--- src/rtl/stack_op_sequencer.sv ---
// Multi-cycle command sequencer in front of the processor stack: turns PUSHI/POP/ALU/DUP
// commands into stack pop/push cycles. Optional MUL (op 110) is built when STACK_SEQ_MUL_EN is defined.
`timescale 1ns/1ps
module stack_op_sequencer #(
    parameter int WIDTH = 8,
    parameter int DEPTH = 16
) (
    input  logic                       clk,
    input  logic                       rst,
    input  logic                       cmd_valid,
    output logic                       cmd_ready,
    input  logic [2:0]                 cmd_op,
    input  logic [WIDTH-1:0]           cmd_imm,
    output logic                       stk_push,
    output logic                       stk_pop,
    output logic [WIDTH-1:0]           stk_din,
    input  logic [WIDTH-1:0]           stk_dout,
    output logic                       res_valid,
    output logic [WIDTH-1:0]           res_data,
    output logic                       err,
    output logic                       flag_c,
    output logic                       flag_z,
    output logic [$clog2(DEPTH):0]     depth
);

    localparam int DW = $clog2(DEPTH) + 1;
    localparam logic [DW-1:0] DEPTH_C = DW'(DEPTH);
    localparam logic [DW-1:0] ONE_C   = DW'(1);
    localparam logic [DW-1:0] TWO_C   = DW'(2);

    localparam logic [2:0] OP_PUSHI = 3'b000;
    localparam logic [2:0] OP_POP   = 3'b001;
    localparam logic [2:0] OP_ADD   = 3'b010;
    localparam logic [2:0] OP_SUB   = 3'b011;
    localparam logic [2:0] OP_AND   = 3'b100;
    localparam logic [2:0] OP_NOT   = 3'b101;
    localparam logic [2:0] OP_MUL   = 3'b110;
    localparam logic [2:0] OP_DUP   = 3'b111;

    typedef enum logic [2:0] {
        IDLE  = 3'd0,
        POP1  = 3'd1,
        POP2  = 3'd2,
        CAPT  = 3'd3,
        PUSH  = 3'd4,
        PUSH2 = 3'd5,
        RESP  = 3'd6,
        ERR   = 3'd7
    } state_e;

    state_e            state_q, state_d;
    logic [2:0]        op_q, op_d;
    logic [WIDTH-1:0]  b_q, b_d;
    logic [WIDTH-1:0]  din_q, din_d;
    logic [WIDTH-1:0]  res_data_q, res_data_d;
    logic              flag_c_q, flag_c_d;
    logic              flag_z_q, flag_z_d;
    logic [DW-1:0]     depth_q, depth_d;
    logic              push_q, push_d;
    logic              pop_q, pop_d;
    logic              ready_q, ready_d;
    logic              res_valid_q, res_valid_d;
    logic              err_q, err_d;

    logic              legal_s;
    logic [WIDTH:0]    sum_s;
    logic [WIDTH:0]    diff_s;
    logic [WIDTH-1:0]  alu_r_s;
    logic              alu_c_s;
    logic              alu_z_upd_s;
`ifdef STACK_SEQ_MUL_EN
    logic [WIDTH-1:0]  prod_s;
`endif

    // Depth requirement of the command presented in IDLE
    always_comb begin
        legal_s = 1'b0;
        case (cmd_op)
            OP_PUSHI: legal_s = (depth_q < DEPTH_C);
            OP_POP:   legal_s = (depth_q >= ONE_C);
            OP_NOT:   legal_s = (depth_q >= ONE_C);
            OP_ADD:   legal_s = (depth_q >= TWO_C);
            OP_SUB:   legal_s = (depth_q >= TWO_C);
            OP_AND:   legal_s = (depth_q >= TWO_C);
`ifdef STACK_SEQ_MUL_EN
            OP_MUL:   legal_s = (depth_q >= TWO_C);
`else
            OP_MUL:   legal_s = 1'b0;
`endif
            OP_DUP:   legal_s = (depth_q >= ONE_C) && (depth_q < DEPTH_C);
            default:  legal_s = 1'b0;
        endcase
    end

    // ALU: A is the word arriving on stk_dout in CAPT, B was captured in POP2
    always_comb begin
        sum_s       = {1'b0, stk_dout} + {1'b0, b_q};
        diff_s      = {1'b0, stk_dout} - {1'b0, b_q};
`ifdef STACK_SEQ_MUL_EN
        prod_s      = stk_dout * b_q;
`endif
        alu_r_s     = stk_dout;
        alu_c_s     = flag_c_q;
        alu_z_upd_s = 1'b1;
        case (op_q)
            OP_ADD: begin
                alu_r_s = sum_s[WIDTH-1:0];
                alu_c_s = sum_s[WIDTH];
            end
            OP_SUB: begin
                alu_r_s = diff_s[WIDTH-1:0];
                alu_c_s = diff_s[WIDTH];
            end
            OP_AND: alu_r_s = stk_dout & b_q;
            OP_NOT: alu_r_s = ~stk_dout;
`ifdef STACK_SEQ_MUL_EN
            OP_MUL: alu_r_s = prod_s;
`endif
            default: alu_z_upd_s = 1'b0;
        endcase
    end

    // Next-state and next-output logic; outputs are registered images of the next state
    always_comb begin
        state_d    = state_q;
        op_d       = op_q;
        b_d        = b_q;
        din_d      = din_q;
        res_data_d = res_data_q;
        flag_c_d   = flag_c_q;
        flag_z_d   = flag_z_q;
        case (state_q)
            IDLE: begin
                if (cmd_valid) begin
                    op_d = cmd_op;
                    if (!legal_s) begin
                        state_d = ERR;
                    end else if (cmd_op == OP_PUSHI) begin
                        state_d = PUSH;
                        din_d   = cmd_imm;
                    end else begin
                        state_d = POP1;
                    end
                end else begin
                    state_d = IDLE;
                end
            end
            POP1: begin
                if ((op_q == OP_POP) || (op_q == OP_NOT) || (op_q == OP_DUP)) begin
                    state_d = CAPT;
                end else begin
                    state_d = POP2;
                end
            end
            POP2: begin
                b_d     = stk_dout;
                state_d = CAPT;
            end
            CAPT: begin
                if (op_q == OP_POP) begin
                    res_data_d = stk_dout;
                    state_d    = RESP;
                end else if (op_q == OP_DUP) begin
                    din_d   = stk_dout;
                    state_d = PUSH;
                end else begin
                    din_d    = alu_r_s;
                    flag_c_d = alu_c_s;
                    flag_z_d = alu_z_upd_s ? (alu_r_s == '0) : flag_z_q;
                    state_d  = PUSH;
                end
            end
            PUSH: begin
                if (op_q == OP_DUP) begin
                    state_d = PUSH2;
                end else begin
                    state_d = IDLE;
                end
            end
            PUSH2:   state_d = IDLE;
            RESP:    state_d = IDLE;
            ERR:     state_d = IDLE;
            default: state_d = IDLE;
        endcase

        push_d      = (state_d == PUSH) || (state_d == PUSH2);
        pop_d       = (state_d == POP1) || (state_d == POP2);
        ready_d     = (state_d == IDLE);
        res_valid_d = (state_d == RESP);
        err_d       = (state_d == ERR);

        // depth follows the stack strobes actually presented this cycle
        if (push_q) begin
            depth_d = depth_q + ONE_C;
        end else if (pop_q) begin
            depth_d = depth_q - ONE_C;
        end else begin
            depth_d = depth_q;
        end
    end

    // State and output registers
    always_ff @(posedge clk or negedge rst) begin
        if (!rst) begin
            state_q     <= IDLE;
            op_q        <= 3'b000;
            b_q         <= '0;
            din_q       <= '0;
            res_data_q  <= '0;
            flag_c_q    <= 1'b0;
            flag_z_q    <= 1'b0;
            depth_q     <= '0;
            push_q      <= 1'b0;
            pop_q       <= 1'b0;
            ready_q     <= 1'b1;
            res_valid_q <= 1'b0;
            err_q       <= 1'b0;
        end else begin
            state_q     <= state_d;
            op_q        <= op_d;
            b_q         <= b_d;
            din_q       <= din_d;
            res_data_q  <= res_data_d;
            flag_c_q    <= flag_c_d;
            flag_z_q    <= flag_z_d;
            depth_q     <= depth_d;
            push_q      <= push_d;
            pop_q       <= pop_d;
            ready_q     <= ready_d;
            res_valid_q <= res_valid_d;
            err_q       <= err_d;
        end
    end

    assign cmd_ready = ready_q;
    assign stk_push  = push_q;
    assign stk_pop   = pop_q;
    assign stk_din   = din_q;
    assign res_valid = res_valid_q;
    assign res_data  = res_data_q;
    assign err       = err_q;
    assign flag_c    = flag_c_q;
    assign flag_z    = flag_z_q;
    assign depth     = depth_q;

endmodule

--- config.mk ---
export PLATFORM = sky130hd
export DESIGN_NAME = stack_op_sequencer
export DESIGN_NICKNAME = d
export VERILOG_FILES = /design/src/rtl/stack_op_sequencer.sv
export SDC_FILE = /design/constraint.sdc
export NUM_CORES = 1
export LEC_CHECK = 0
export ABC_AREA = 1
export CORE_ASPECT_RATIO = 2
export CORE_UTILIZATION = 49
export DETAILED_ROUTE_END_ITERATION = 16
export GPL_TIMING_DRIVEN = 0
export MAX_ROUTING_LAYER = met4
export PLACE_DENSITY = 0.75
export SYNTH_ARGS = -nofsm -noshare
export SYNTH_HDL_FRONTEND = slang
export SYNTH_SLANG_ARGS = --single-unit
--- constraint.sdc ---
create_clock -name clk -period 1.9 [get_ports clk]
set_input_delay 0.19 -clock clk [delete_from_list [all_inputs] [get_ports clk]]
set_output_delay 0.19 -clock clk [all_outputs]
set_load 0.01 [all_outputs]
==> metrics.yaml <==
outcome:
  outcome: "finished, violations left"
  violations: "setup timing"
routing:
  totalWireLength_um: 8786
  firstDrtPassIters: 5
  vias_per_cell: 5.566
  remaining_drc_errors: 0
  drtAntennaViolNets: 0
  drt-initial-drc-count: 140
  vias: 2989
  wl_per_cell_um: 16.36
logic_synthesis:
  synth_warnings: 0
  yosysTopAreaCell: "dfrtp_1"
  synth_top_area_share_pct: 34.56
  ys_ff_latch: 42
  synth.area.top_cells: "dfrtp_1 35%, nand2_1 14%, ha_1 8.4%"
  syn_nets: 459
  postSynth.asyncResetShare_pct: 100.0
  synth_edf_count: 0
  syn_area_mm2: 0.002969
  yosysMostFrequentCell: "nand2_1"
  synth_cell_types: 39
  netlist_instances: 415
  syn_avg_cell_area_um2: 7.154
  yosysSeqAreaShare_pct: 35.44
  ys.flop_type: "dfrtp_1"
  netlist_top_cells_count: "110 x nand2_1, 56 x inv_1, 45 x nand3_1"
setup_path:
  rr_startpoint: "b_q[0]"
  required_ps: 2140
  critPathLaunch: "b_q[0]"
  startpoint_type: "flop"
  critPathCaptureType: "flop"
  worstSetupPathType: "flop to flop"
  worstPathMaxFanout: 3
  cp.arrival_ps: 2200
die:
  die_w_um: 57.04
  ios: 50
  die_h_um: 112.1
  die-area_mm2: 0.006393
  start_util_pct: 51.56
  coreArea_mm2: 0.005758
  core.rowCount: 39
clocking:
  htree_levels: 2
  cts_tree: "yes"
  insertion_delay_ps: 300
  numCtsBuffers: 5
  clock_sink_count: 42
  clk_path_buf_depth: 2
  cts-root-buf: "clkbuf_16"
  clkTransAtPathRegs_ps: 60
pwr:
  p_seq_share_pct: 25.6
  switching_share_pct: 47.02
  leakagePower_nw: 1.933
  intPower_mw: 3.604
  p_clk_share_pct: 12.6
  ir_drop_mv: 1.021
  p_sw_mw: 3.199
  p_per_area_mw_per_mm2: 1733
  power_frac_comb_pct: 61.7
hold_path:
  hold_path_class: "primary input to flop"
  min_from: "stk_dout[6]"
grt:
  grt_max_degree: 27
  grt_pass1_wl_um: 14020
  grt_overflow: 0
  grt_use_total_pct: 29.89
  antenna_found_initial: 0
  grt_pass1_vias: 2975
placement:
  hpwl_um: 6751
  placed_area_mm2: 0.003551
  numPortBuffers: 49
  place_congestion: 0.9086
  place_ws_ps: -623.7
  dp_cells: 526
sta:
  setup_viol: 2
  period_share_pct: 102.9
  slew_viol_final: 0
  max_slew_margin_pct: 66.40
  tns_ps: -80.82
  rsz0062_at_grt: "yes"
  skew_ps: 7.475
  hold_ws_ps: 322.7
  timing.final.ws_setup_ps: -54.52
  timing.fmax_mhz: 511.6
  worst_pin_slew_ps: 504.0
  layout_min_cycle_time_ps: 1955
  hold_violations: 0
finish:
  fin_nets: 519
  syn2layout_area_growth_pct: 32.24
  fillers: 526
  drive_gt1_share_pct: 15.34
  stdcell_area_mm2: 0.003926
  antenna_cells: 0
  fin_cells: 537
run:
  drv_cap: 0
critical path, stage by stage (launching register included):
cell and delay (ps):
dfrtp_1 420, ha_4 190, fa_2 380, xor2_1 190, nor2_1 80, nor2_2 140, nand3_1 90, nor2_1 120
nand3_1 90, nor2_1 90, nand3_1 70, nand2_1 60
power groups by stage:
stage	sequential (mW)	clock [mW]	combinational, mW
finish	1.74	0.859	4.20
detailed placement	1.74	0	3.77
global placement	1.71	0	3.70
CTS	1.73	0.875	3.88
global route	1.79	0.916	4.65
floorplan	1.79	0	2.33
flip-flops by register name, summed over array words and instances, names as in the netlist:
| name | cells |
|---|---|
| res_valid | 1 |
| stk_push | 1 |
| flag_z | 1 |
| err | 1 |
| b_q | 8 |
| op_q | 3 |
| stk_pop | 1 |
| depth | 5 |
| state_q | 3 |
| flag_c | 1 |
| res_data | 8 |
| stk_din | 8 |
| cmd_ready | 1 |
cell type report:
| cell class | count | area (um^2) | area share, % |
|---|---|---|---|
| buffer | 6 | 42.54 | 1.083 |
| clock buffer | 5 | 125.1 | 3.187 |
| clock inverter | 3 | 21.27 | 0.5417 |
| inverter | 62 | 240.2 | 6.119 |
| multi-input combinational | 302 | 1813 | 46.18 |
| sequential | 42 | 1052 | 26.80 |
| tap | 61 | 76.32 | 1.944 |
| timing repair buffer | 56 | 555.5 | 14.15 |
routing by layer:
layer	up-vias	share of wire, %	routed length [um]	GRT usage [%]
met5	-	0	0	-
met2	79	56	4929	55.14
li1	1468	-	-	-
met1	1408	35	3093	28.27
met4	0	5.9	518	16.75
met3	34	2.8	246	4.608
worst paths after layout:
kind                          endpoint  slack [ps]  cells past startpoint
hold reg to reg            res_data[2]         470                      2
max in group asynchronous       b_q[4]        1060                      3
hold / removal                  b_q[6]         320                      3
setup / recovery                flag_z         -50                     11
min in group asynchronous   stk_din[4]         360                      2
setup reg to reg                flag_z         -50                     11
layout by cell type (no fill, tap or decap), types with 5 or more instances in the layout:
cell type,netlist,final
inv_1,56,52
clkbuf_16,0,5
inv_2,3,7
nand2_1,110,105
nor2_1,32,27
nand3_2,1,5
o21ai_0,25,21
nand2_2,2,7
nor2_2,1,5
nand3_1,45,40
clkdlybuf4s50_1,0,41
buf_4,1,6
ha_4,0,5
nand4_1,8,8
ha_1,20,13
a21oi_1,26,18
a21oi_2,0,8
dfrtp_1,41,41
metrics by stage:
stage	utilization (%)	total power, mW
3_5_place_dp	61.67	5.505
3_3_place_gp	61.41	5.410
6_report	68.19	6.803
5_1_grt	68.19	7.355
2_1_floorplan	-	4.115
4_1_cts	64.97	6.486
cell families (layout without fill, tap and decap cells):
logic type      count (synthesis)  after routing  share of synthesized area (%)
simple gates                  209            209                          30.60
fa+ha+maj                      22             22                          9.777
flops                          42             42                          35.44
compound gates                 66             66                          12.81
xor+xnor                        5              5                          1.475
buf+inv                        71            132                          9.903
timing repair:
action | 4_1_cts | 5_1_grt
resized for setup | 20 | 38
hold buffers | 1 | 0
setup buffers | 0 | 5
endpoints found under the setup margin | 9 | 15
pin swaps | 4 | 13
hold endpoints to repair | 15 | 0
Note: power is estimated with default switching activity, not from simulation.
